`src/rtl/writeback_arbiter_if.sv`:
```
// Result channels from the AluMisc, Mem and Mult units and the register-file/scoreboard
// write port. The arbiter uses the slave side; the functional units (or a bench) use master.
interface writeback_arbiter_if;
    logic        am_wb_valid;
    logic [4:0]  am_wb_regdest;
    logic [31:0] am_wb_data;
    logic        am_wb_writereg;
    logic        wb_am_ready;

    logic        mem_wb_valid;
    logic [4:0]  mem_wb_regdest;
    logic [31:0] mem_wb_data;
    logic        mem_wb_writereg;
    logic        wb_mem_ready;

    logic        mul_wb_valid;
    logic [4:0]  mul_wb_regdest;
    logic [31:0] mul_wb_data;
    logic        mul_wb_writereg;
    logic        wb_mul_ready;

    logic        wb_reg_writeenable;
    logic [4:0]  wb_reg_writeaddr;
    logic [31:0] wb_reg_writedata;
    logic        wb_sb_enablewrite;
    logic [4:0]  wb_sb_writeaddr;
    logic [1:0]  wb_sb_registerunit;
    logic        wb_busy;

    modport master (
        output am_wb_valid, am_wb_regdest, am_wb_data, am_wb_writereg,
        output mem_wb_valid, mem_wb_regdest, mem_wb_data, mem_wb_writereg,
        output mul_wb_valid, mul_wb_regdest, mul_wb_data, mul_wb_writereg,
        input  wb_am_ready, wb_mem_ready, wb_mul_ready,
        input  wb_reg_writeenable, wb_reg_writeaddr, wb_reg_writedata,
        input  wb_sb_enablewrite, wb_sb_writeaddr, wb_sb_registerunit, wb_busy
    );

    modport slave (
        input  am_wb_valid, am_wb_regdest, am_wb_data, am_wb_writereg,
        input  mem_wb_valid, mem_wb_regdest, mem_wb_data, mem_wb_writereg,
        input  mul_wb_valid, mul_wb_regdest, mul_wb_data, mul_wb_writereg,
        output wb_am_ready, wb_mem_ready, wb_mul_ready,
        output wb_reg_writeenable, wb_reg_writeaddr, wb_reg_writedata,
        output wb_sb_enablewrite, wb_sb_writeaddr, wb_sb_registerunit, wb_busy
    );
endinterface

```
`src/rtl/writeback_arbiter.sv`:
```
// Per-unit result FIFOs arbitrated round-robin onto the single register-file write port,
// with a matching scoreboard release pulse for every write.
module writeback_arbiter #(
    parameter int DEPTH = 2,
    parameter int PTRW  = $clog2(DEPTH)
) (
    input  logic               clock,
    input  logic               reset,
    writeback_arbiter_if.slave wb,
    output logic [1:0]         dbg_rr_o
);
    // Handshake: a unit transfers when valid & ready at a rising edge; while valid is high
    // and ready low it holds its fields stable. Ready depends only on registered counts.
    typedef enum logic [1:0] {
        RR_AM  = 2'b00,
        RR_MEM = 2'b01,
        RR_MUL = 2'b10
    } rr_e;

    localparam int NU = 3;
    localparam int EW = 37;
    localparam logic [PTRW:0]   CNT_FULL = (PTRW+1)'(DEPTH);
    localparam logic [PTRW:0]   CNT_ONE  = (PTRW+1)'(1);
    localparam logic [PTRW-1:0] PTR_ONE  = PTRW'(1);

    logic [NU-1:0] in_valid;
    logic [NU-1:0] in_writereg;
    logic [4:0]    in_regdest [NU];
    logic [31:0]   in_data    [NU];

    logic [NU-1:0] ready;
    logic [NU-1:0] push;
    logic [NU-1:0] pop;
    logic [NU-1:0] nonempty;

    logic [EW-1:0]   fifo_q   [NU][DEPTH];
    logic [PTRW-1:0] wr_ptr_q [NU];
    logic [PTRW-1:0] rd_ptr_q [NU];
    logic [PTRW:0]   cnt_q    [NU];
    logic [PTRW:0]   cnt_d    [NU];

    rr_e           rr_q, rr_d;
    logic          grant_vld;
    logic [1:0]    grant_unit;
    logic [EW-1:0] head;
    logic          busy_d;

    logic        we_q;
    logic [4:0]  addr_q;
    logic [31:0] data_q;
    logic [1:0]  unit_q;
    logic        busy_q;

    always_comb begin
        in_valid       = {wb.mul_wb_valid, wb.mem_wb_valid, wb.am_wb_valid};
        in_writereg    = {wb.mul_wb_writereg, wb.mem_wb_writereg, wb.am_wb_writereg};
        in_regdest[0]  = wb.am_wb_regdest;
        in_regdest[1]  = wb.mem_wb_regdest;
        in_regdest[2]  = wb.mul_wb_regdest;
        in_data[0]     = wb.am_wb_data;
        in_data[1]     = wb.mem_wb_data;
        in_data[2]     = wb.mul_wb_data;
    end

    // Unit index k steps after u in AluMisc -> Mem -> Mult order.
    function automatic logic [1:0] rot(input logic [1:0] u, input logic [1:0] k);
        logic [2:0] s;
        s = {1'b0, u} + {1'b0, k};
        if (s >= 3'd3) s = s - 3'd3;
        return s[1:0];
    endfunction

    // Results that write no register are acknowledged but never stored.
    always_comb begin
        nonempty = '0;
        ready    = '0;
        push     = '0;
        for (int u = 0; u < NU; u++) begin
            nonempty[u] = (cnt_q[u] != '0);
            ready[u]    = (cnt_q[u] != CNT_FULL);
            push[u]     = in_valid[u] & ready[u] & in_writereg[u] & (in_regdest[u] != 5'd0);
        end
    end

    always_comb begin : arbitrate
        logic [1:0] cand;
        grant_vld  = 1'b0;
        grant_unit = rr_q;
        cand       = rr_q;
        for (int k = 0; k < NU; k++) begin
            cand = rot(rr_q, 2'(k));
            if (!grant_vld && nonempty[cand]) begin
                grant_vld  = 1'b1;
                grant_unit = cand;
            end
        end
        rr_d = grant_vld ? rr_e'(rot(grant_unit, 2'd1)) : rr_q;
        pop  = '0;
        if (grant_vld) pop[grant_unit] = 1'b1;
        head = fifo_q[grant_unit][rd_ptr_q[grant_unit]];
    end

    always_comb begin
        busy_d = 1'b0;
        for (int u = 0; u < NU; u++) begin
            cnt_d[u] = cnt_q[u];
            if (push[u] && !pop[u]) begin
                cnt_d[u] = cnt_q[u] + CNT_ONE;
            end else if (!push[u] && pop[u]) begin
                cnt_d[u] = cnt_q[u] - CNT_ONE;
            end
            busy_d = busy_d | (cnt_d[u] != '0);
        end
    end

    always_ff @(posedge clock) begin
        if (reset) begin
            rr_q   <= RR_AM;
            we_q   <= 1'b0;
            addr_q <= '0;
            data_q <= '0;
            unit_q <= '0;
            busy_q <= 1'b0;
            for (int u = 0; u < NU; u++) begin
                wr_ptr_q[u] <= '0;
                rd_ptr_q[u] <= '0;
                cnt_q[u]    <= '0;
            end
        end else begin
            rr_q   <= rr_d;
            we_q   <= grant_vld;
            busy_q <= busy_d;
            if (grant_vld) begin
                addr_q <= head[36:32];
                data_q <= head[31:0];
                unit_q <= grant_unit;
            end
            for (int u = 0; u < NU; u++) begin
                cnt_q[u] <= cnt_d[u];
                if (push[u]) wr_ptr_q[u] <= wr_ptr_q[u] + PTR_ONE;
                if (pop[u])  rd_ptr_q[u] <= rd_ptr_q[u] + PTR_ONE;
            end
        end
    end

    // Storage needs no reset: occupancy is tracked entirely by the counts.
    always_ff @(posedge clock) begin
        for (int u = 0; u < NU; u++) begin
            if (push[u]) fifo_q[u][wr_ptr_q[u]] <= {in_regdest[u], in_data[u]};
        end
    end

    assign wb.wb_am_ready        = ready[0];
    assign wb.wb_mem_ready       = ready[1];
    assign wb.wb_mul_ready       = ready[2];
    assign wb.wb_reg_writeenable = we_q;
    assign wb.wb_reg_writeaddr   = addr_q;
    assign wb.wb_reg_writedata   = data_q;
    assign wb.wb_sb_enablewrite  = we_q;
    assign wb.wb_sb_writeaddr    = addr_q;
    assign wb.wb_sb_registerunit = unit_q;
    assign wb.wb_busy            = busy_q;
    assign dbg_rr_o              = rr_q;
endmodule

```
`src/flat_wrapper.sv`:
```
// flat-port wrapper written by rule: the top's interface ports become plain ports
module writeback_arbiter_flat 
#(
    parameter int DEPTH = 2,
    parameter int PTRW  = $clog2(DEPTH)
)
  (clock, reset, dbg_rr_o, wb_am_wb_valid, wb_am_wb_regdest, wb_am_wb_data, wb_am_wb_writereg, wb_mem_wb_valid, wb_mem_wb_regdest, wb_mem_wb_data, wb_mem_wb_writereg, wb_mul_wb_valid, wb_mul_wb_regdest, wb_mul_wb_data, wb_mul_wb_writereg, wb_wb_am_ready, wb_wb_mem_ready, wb_wb_mul_ready, wb_wb_reg_writeenable, wb_wb_reg_writeaddr, wb_wb_reg_writedata, wb_wb_sb_enablewrite, wb_wb_sb_writeaddr, wb_wb_sb_registerunit, wb_wb_busy);
  writeback_arbiter_if wb_i ();
  input  logic clock;
  input  logic reset;
  output logic [1:0] dbg_rr_o;
  input wire logic [$bits(wb_i.am_wb_valid)-1:0] wb_am_wb_valid;
  input wire logic [$bits(wb_i.am_wb_regdest)-1:0] wb_am_wb_regdest;
  input wire logic [$bits(wb_i.am_wb_data)-1:0] wb_am_wb_data;
  input wire logic [$bits(wb_i.am_wb_writereg)-1:0] wb_am_wb_writereg;
  input wire logic [$bits(wb_i.mem_wb_valid)-1:0] wb_mem_wb_valid;
  input wire logic [$bits(wb_i.mem_wb_regdest)-1:0] wb_mem_wb_regdest;
  input wire logic [$bits(wb_i.mem_wb_data)-1:0] wb_mem_wb_data;
  input wire logic [$bits(wb_i.mem_wb_writereg)-1:0] wb_mem_wb_writereg;
  input wire logic [$bits(wb_i.mul_wb_valid)-1:0] wb_mul_wb_valid;
  input wire logic [$bits(wb_i.mul_wb_regdest)-1:0] wb_mul_wb_regdest;
  input wire logic [$bits(wb_i.mul_wb_data)-1:0] wb_mul_wb_data;
  input wire logic [$bits(wb_i.mul_wb_writereg)-1:0] wb_mul_wb_writereg;
  output wire logic [$bits(wb_i.wb_am_ready)-1:0] wb_wb_am_ready;
  output wire logic [$bits(wb_i.wb_mem_ready)-1:0] wb_wb_mem_ready;
  output wire logic [$bits(wb_i.wb_mul_ready)-1:0] wb_wb_mul_ready;
  output wire logic [$bits(wb_i.wb_reg_writeenable)-1:0] wb_wb_reg_writeenable;
  output wire logic [$bits(wb_i.wb_reg_writeaddr)-1:0] wb_wb_reg_writeaddr;
  output wire logic [$bits(wb_i.wb_reg_writedata)-1:0] wb_wb_reg_writedata;
  output wire logic [$bits(wb_i.wb_sb_enablewrite)-1:0] wb_wb_sb_enablewrite;
  output wire logic [$bits(wb_i.wb_sb_writeaddr)-1:0] wb_wb_sb_writeaddr;
  output wire logic [$bits(wb_i.wb_sb_registerunit)-1:0] wb_wb_sb_registerunit;
  output wire logic [$bits(wb_i.wb_busy)-1:0] wb_wb_busy;
  assign wb_i.am_wb_valid = wb_am_wb_valid;
  assign wb_i.am_wb_regdest = wb_am_wb_regdest;
  assign wb_i.am_wb_data = wb_am_wb_data;
  assign wb_i.am_wb_writereg = wb_am_wb_writereg;
  assign wb_i.mem_wb_valid = wb_mem_wb_valid;
  assign wb_i.mem_wb_regdest = wb_mem_wb_regdest;
  assign wb_i.mem_wb_data = wb_mem_wb_data;
  assign wb_i.mem_wb_writereg = wb_mem_wb_writereg;
  assign wb_i.mul_wb_valid = wb_mul_wb_valid;
  assign wb_i.mul_wb_regdest = wb_mul_wb_regdest;
  assign wb_i.mul_wb_data = wb_mul_wb_data;
  assign wb_i.mul_wb_writereg = wb_mul_wb_writereg;
  assign wb_wb_am_ready = wb_i.wb_am_ready;
  assign wb_wb_mem_ready = wb_i.wb_mem_ready;
  assign wb_wb_mul_ready = wb_i.wb_mul_ready;
  assign wb_wb_reg_writeenable = wb_i.wb_reg_writeenable;
  assign wb_wb_reg_writeaddr = wb_i.wb_reg_writeaddr;
  assign wb_wb_reg_writedata = wb_i.wb_reg_writedata;
  assign wb_wb_sb_enablewrite = wb_i.wb_sb_enablewrite;
  assign wb_wb_sb_writeaddr = wb_i.wb_sb_writeaddr;
  assign wb_wb_sb_registerunit = wb_i.wb_sb_registerunit;
  assign wb_wb_busy = wb_i.wb_busy;
  writeback_arbiter #(.DEPTH(DEPTH), .PTRW(PTRW)) u_core (.clock(clock), .reset(reset), .wb(wb_i), .dbg_rr_o(dbg_rr_o));
endmodule
```
`config.mk`:
```
export PLATFORM = sky130hd
export DESIGN_NAME = writeback_arbiter_flat
export DESIGN_NICKNAME = d
export VERILOG_FILES = /design/src/rtl/writeback_arbiter_if.sv /design/src/rtl/writeback_arbiter.sv /design/src/flat_wrapper.sv
export SDC_FILE = /design/constraint.sdc
export NUM_CORES = 1
export LEC_CHECK = 0
export CELL_PAD_IN_SITES_DETAIL_PLACEMENT = 1
export CELL_PAD_IN_SITES_GLOBAL_PLACEMENT = 2
export CORE_MARGIN = 4
export CORE_UTILIZATION = 35
export CTS_CLUSTER_DIAMETER = 60
export CTS_CLUSTER_SIZE = 25
export DETAILED_ROUTE_END_ITERATION = 8
export GPL_TIMING_DRIVEN = 0
export PLACE_DENSITY = 0.83
export SLEW_MARGIN = 20
export SYNTH_ARGS = -nofsm -noshare
export SYNTH_HDL_FRONTEND = slang
export SYNTH_SLANG_ARGS = --single-unit
```
`constraint.sdc`:
```
create_clock -name clock -period 3.1 [get_ports clock]
set_input_delay 0.31 -clock clock [delete_from_list [all_inputs] [get_ports clock]]
set_output_delay 0.31 -clock clock [all_outputs]
set_load 0.1 [all_outputs]
```
==> results.ini, run 1 <==
[cts]
htreeDepth = 1
cts.path.max_buffers = 3
cts_hold_buf = 0
clkSlewWorstSetupHoldPaths_ns = 0.08
numCtsBuffers = 23
cts-root-buf = clkbuf_16
clock_latency_ns = 0.54
clock_sinks = 277
cts_tree = done

[global_route]
grt_max_degree = 38
grt_pass1_wl_um = 47110
overflow = 0
grt_pass1_vias = 7575
globalRouteTotalUtil_pct = 17.54
grt_antenna_before_repair = 4

[yosys]
synth-seq-cells = 277
synth_xor_area_share_pct = 0.3097
synth_compound_area_share_pct = 5.276
synth_edf_count = 228
ys_async_sr_fraction_pct = 0
yosysSeqAreaShare_pct = 69.20
synthFlopType = edfxtp_1
mappedNetlistNets = 826
syn_avg_cell_area_um2 = 16.28
yosys.cell_types.count = 53
synth_warnings = 0
muxShareOfSynthArea_pct = 15.36
synth_fa_ha_area_share_pct = 1.416
synth_top_family_by_area = multiplexers
synthSimpleGateAreaFrac_pct = 5.718
syn_inst = 695
netlist_area_mm2 = 0.01131

[critical_path]
crit_arrival_ns = 3.62
cp-end-kind = register
crit_chain = buf_12 -> ha_4 -> mux2i_4 -> buf_6 -> or4_4 -> a21boi_4 -> o21ai_1 -> a31oi_1 -> buf_6 -> buf_12 -> buf_12 -> mux4_2 -> o21a_1
startpoint_type = register
path_class = register to register
crit_path_max_incr_delay_ns = 0.51
path_buf_inv = 5
crit_slowest_cell = mux4_2
worst-path-max-fanout = 5
cp_top_family = compound AO/OA/AOI/OAI gates
cp_common_cell = buf_12
crit_required_ns = 3.53

[placement]
port-buffer-count = 169
dp_hpwl_um = 21180
dp_cells = 1271
place_congestion = 0.7616

[layout]
drive_gt1_share_pct = 23.83
nNetsFinal = 1054
final_cells = 1344
areaGrowthSynthToFinish_pct = 34.52
final_cell_mix = edfxtp_1 (228), clkdlybuf4s50_1 (169), nor2_1 (96), dfxtp_1 (47), o21a_1 (40)
final_common_cell = edfxtp_1

[route]
drt_iter0_markers = 301
final_antenna_net_count = 0
routed_wirelength_um = 31420
vias_per_cell = 5.043
vias = 6778
wl_per_cell_um = 23.38
drtPass1Iterations = 4
drcViolationCount = 0

[sta]
period_share_pct = 103.1
max_freq_mhz = 312.8
tightest_slew_ns = 1.062
final-setup-viol-count = 37
relSlewSlack_pct = 28.99
tns_ns = -2.235
final_max_slew_viol_count = 0
rsz0062_at_grt = yes
hold_violations = 0
min_period_ns = 3.197
finClkSkew_ns = 0.02360
layout_setup_ws_ns = -0.09699

[die]
fp.dieW_um = 187.8
die-area_mm2 = 0.03526
core_mm2 = 0.03172
die_y_um = 187.8
ios = 171
rows = 65
start_util_pct = 35.66

[worst_hold_path]
hold_class = input port to register

[run_status]
status = finished with violations
violations = negative setup slack

[flow_run]
cap_violations = 0

-- stage by stage --
step / hold slack, ns / setup WS [ns] / cell area, um2 / util [%]
3_3_place_gp: 0.4584 / -2.086 / 13610 / 42.92
6_report: 0.2928 / -0.09699 / 15220 / 47.98
3_5_place_dp: 0.4816 / -0.4949 / 13740 / 43.31
5_1_grt: 0.2851 / -0.2099 / 15210 / 47.97
2_1_floorplan: 0.4089 / -0.6096 / 11420 / -
4_1_cts: 0.2624 / -0.09113 / 14990 / 47.27
-- worst reg2reg max path, stage by stage, from the launching register on --
cell      delay, ns
dfxtp_4        0.37
buf_12         0.13
ha_4           0.18
mux2i_4        0.19
buf_6          0.12
or4_4          0.44
a21boi_4       0.23
o21ai_1        0.09
a31oi_1        0.21
buf_6          0.16
buf_12         0.14
buf_12         0.14
mux4_2         0.52
o21a_1         0.18
-- registers in the layout, summed over array words and instances, names as in the netlist --
register / count
u_core.fifo_q: 222
u_core.wb.wb_reg_writedata: 32
u_core.cnt_q: 6
u_core.wb.wb_reg_writeaddr: 5
u_core.rd_ptr_q: 3
u_core.wr_ptr_q: 3
u_core.dbg_rr_o: 2
u_core.wb.wb_sb_registerunit: 2
u_core.wb.wb_busy: 1
u_core.wb.wb_reg_writeenable: 1
-- Yosys cell counts (8+ instances only) --
cell type  instances  area [um2]
mux2_1            36       405.4
buf_4             11       82.58
ha_1              12       150.1
nand2b_1           8       50.05
edfxtp_1         228        6847
clkbuf_1          20       75.07
o21a_1            40       300.3
mux2_2            39       439.2
mux4_2            37       833.3
inv_1             16       60.06
nor2_1           102       382.9
a21oi_1            9       45.04
dfxtp_1           49       980.9
-- cell families after synthesis --
kind of cell,Yosys count
AOI/OAI and AO/OA,80
muxes,118
and+or+nand+nor,146
DFF,277
xor gates and xnor gates,4
buffers and inverters,57
adders and majority gates,13
-- final timing paths --
path / start / end / slack, ns / cells after the start
max: u_core.dbg_rr_o[1]$_SDFFE_PP0N_ / u_core.wb.wb_reg_writedata[30]$_SDFFE_PP0N_ / -0.1 / 13
min: reset / u_core.cnt_q[0][4]$_SDFF_PP0_ / 0.29 / 2
max reg2reg: u_core.dbg_rr_o[1]$_SDFFE_PP0N_ / u_core.wb.wb_reg_writedata[30]$_SDFFE_PP0N_ / -0.1 / 13
min reg2reg: u_core.wb.wb_sb_registerunit[0]$_SDFFE_PP0N_ / u_core.wb.wb_sb_registerunit[0]$_SDFFE_PP0N_ / 0.49 / 2
-- layer usage --
| layer | global-route usage [%] | up-vias | wire length [um] |
|---|---|---|---|
| met3 | 3.518 | 32 | 1622 |
| met1 | 22.94 | 3472 | 13470 |
| li1 | - | 3108 | - |
| met4 | 2.372 | 6 | 311 |
| met2 | 31.17 | 160 | 15990 |
| met5 | 0 | - | 33 |
-- what timing repair did --
| item | CTS | global route |
|---|---|---|
| setup buffers | 19 | 9 |
| pin swaps | 5 | 6 |
| gates cloned | 2 | 1 |
| resized for setup | 47 | 22 |
| setup endpoints to repair | 40 | 40 |
-- area by class of cell --
class                           count  area, um2
Sequential cell                   277       7835
Tap cell                          402      503.0
Inverter                           16      65.06
Antenna cell                        2      5.005
Clock buffer                       25      583.1
Buffer                             39      349.1
Fill cell                        3076      16500
Timing Repair Buffer              205       2152
Clock inverter                     17      275.3
Multi-Input combinational cell    361       3450
Power of run 1 is left out: the tool's default activity adds up to more than one toggle a clock period on the data nets, which glitch-free logic cannot reach.
==> run 2: changes to the inputs <==
Settings changed: SLEW_MARGIN 20 to unset.
==> results.ini, run 2 (synthesis gave the netlist of run 1 again) <==
[cts]
cts.path.max_buffers = 3  ; unchanged
numCtsBuffers = 23  ; unchanged
clock_latency_ns = 0.54  ; about the same
cts_hold_buf = 0  ; unchanged
clock_sinks = 277  ; unchanged
cts-root-buf = clkbuf_16  ; unchanged
htreeDepth = 1  ; unchanged
clkSlewWorstSetupHoldPaths_ns = 0.08  ; about the same
cts_tree = done  ; unchanged

[die]
die-area_mm2 = 0.03526  ; unchanged
ios = 171  ; unchanged
rows = 65  ; unchanged
fp.dieW_um = 187.8  ; unchanged
start_util_pct = 35.66  ; unchanged
die_y_um = 187.8  ; unchanged
core_mm2 = 0.03172  ; unchanged

[route]
vias_per_cell = 5.008  ; was 5.043
routed_wirelength_um = 31520  ; was 31420 um
drtPass1Iterations = 4  ; unchanged
final_antenna_net_count = 0  ; unchanged
vias = 6736  ; was 6778
drt_iter0_markers = 410  ; was 301
drcViolationCount = 0  ; unchanged
wl_per_cell_um = 23.43  ; was 23.38 um

[layout]
final_cells = 1345  ; was 1344
final_common_cell = edfxtp_1  ; unchanged
largest_register_ff_count = 222  ; unchanged
nNetsFinal = 1056  ; was 1054
final_cell_mix = edfxtp_1 (228), clkdlybuf4s50_1 (169), nor2_1 (96), dfxtp_1 (47), o21a_1 (40)  ; unchanged
areaGrowthSynthToFinish_pct = 33.91  ; was 34.52%
drive_gt1_share_pct = 23.35  ; was 23.83%

[sta]
tns_ns = -1.391  ; was -2.235 ns
hold_violations = 0  ; unchanged
max_freq_mhz = 314.2  ; was 312.8 MHz
rsz0062_at_grt = yes  ; unchanged
finClkSkew_ns = 0.02153  ; was 0.02360 ns
final-setup-viol-count = 37  ; unchanged
fin_hold_ws_ns = 0.3018  ; was 0.2928 ns
period_share_pct = 102.7  ; was 103.1%
relSlewSlack_pct = 21.48  ; was 28.99%
tightest_slew_ns = 1.177  ; was 1.062 ns
min_period_ns = 3.183  ; was 3.197 ns
final_max_slew_viol_count = 0  ; unchanged
layout_setup_ws_ns = -0.08261  ; was -0.09699 ns

[critical_path]
crit_required_ns = 3.53  ; about the same
path_buf_inv = 5  ; unchanged
crit_chain = inv_4 -> ha_4 -> mux2i_4 -> buf_6 -> or4_4 -> a21boi_4 -> o21ai_1 -> a31oi_1 -> buf_6 -> buf_12 -> buf_12 -> mux4_2 -> o21a_1  ; was buf_12 -> ha_4 -> mux2i_4 -> buf_6 -> or4_4 -> a21boi_4 -> o21ai_1 -> a31oi_1 -> buf_6 -> buf_12 -> buf_12 -> mux4_2 -> o21a_1
crit_arrival_ns = 3.61  ; was 3.62 ns
path_class = register to register  ; unchanged
cp-end-kind = register  ; unchanged
worst-path-max-fanout = 6  ; was 5
timing.reg2reg.setup_slack_ns = -0.08  ; was -0.1 ns
cp_top_family = compound AO/OA/AOI/OAI gates  ; unchanged
crit_slowest_cell = mux4_2  ; unchanged
startpoint_type = register  ; unchanged
crit_path_max_incr_delay_ns = 0.51  ; about the same

[placement]
place_congestion = 0.7616  ; unchanged
dp_cells = 1270  ; was 1271
dp_hpwl_um = 21030  ; was 21180 um
dp_slack_ns = -0.4900  ; was -0.4949 ns
port-buffer-count = 169  ; unchanged

[global_route]
grt_max_degree = 38  ; unchanged
overflow = 0  ; unchanged
grt_antenna_before_repair = 5  ; was 4
grt_pass1_vias = 7567  ; was 7575
globalRouteTotalUtil_pct = 17.52  ; was 17.54%
grt_pass1_wl_um = 47110  ; about the same

[run_status]
status = finished with violations  ; unchanged
violations = negative setup slack  ; unchanged

[worst_hold_path]
hold_class = input port to register  ; unchanged

[flow_run]
cap_violations = 0  ; unchanged

[run 2: cell count changes in the layout (fill, tap and decap cells not counted), sizes merged]
| cell | delta |
|---|---|
| bufinv | -4 |
| clkinv | +4 |
| buf | +3 |
| clkbuf | -2 |
| clkinvlp | +2 |
| diode | -1 |
| inv | -1 |
[run 2: path summary, 6_finish.rpt]
check / start / to / cells past startpoint
worst max register to register: u_core.dbg_rr_o[0]$_SDFFE_PP0N_ / u_core.wb.wb_reg_writedata[30]$_SDFFE_PP0N_ / 13
worst max-delay path: u_core.dbg_rr_o[0]$_SDFFE_PP0N_ / u_core.wb.wb_reg_writedata[30]$_SDFFE_PP0N_ / 13
worst min register to register: u_core.wb.wb_sb_registerunit[0]$_SDFFE_PP0N_ / u_core.wb.wb_sb_registerunit[0]$_SDFFE_PP0N_ / 2
worst min-delay path: reset / u_core.cnt_q[0][4]$_SDFF_PP0_ / 2
[run 2: routing by layer]
layer / wire, um / GRT usage [%] / vias up
met5: 67 / 0 / -
met2: 16000 / 31.47 / 160
met3: 1488 / 3.351 / 45
met1: 13410 / 22.56 / 3416
met4: 554 / 2.739 / 10
li1: - / - / 3105
[run 2: metrics by stage]
step	area (um2)	utilization (%)
after floorplan	11420	-
after global placement	13610	42.92
after detailed placement	13720	43.24
after CTS	14870	46.90
after global routing	15150	47.75
final	15150	47.76
[run 2: repair_timing]
item	4_1_cts	5_1_grt
setup buffers	17	12
cloned	2	1
endpoints found under the hold margin	0	0
resized for setup	31	29
endpoints found under the setup margin	40	41
pin swaps	4	6
[run 2: area by class of cell]
type,instances,area (um2)
Antenna cell,1,2.502
Buffer,39,325.3
Clock buffer,24,589.3
Clock inverter,18,257.7
Fill cell,3071,16570
Inverter,16,65.06
Multi-Input combinational cell,361,3408
Sequential cell,277,7835
Tap cell,402,503.0
Timing Repair Buffer,207,2162
Power of run 2 is left out for the same reason.
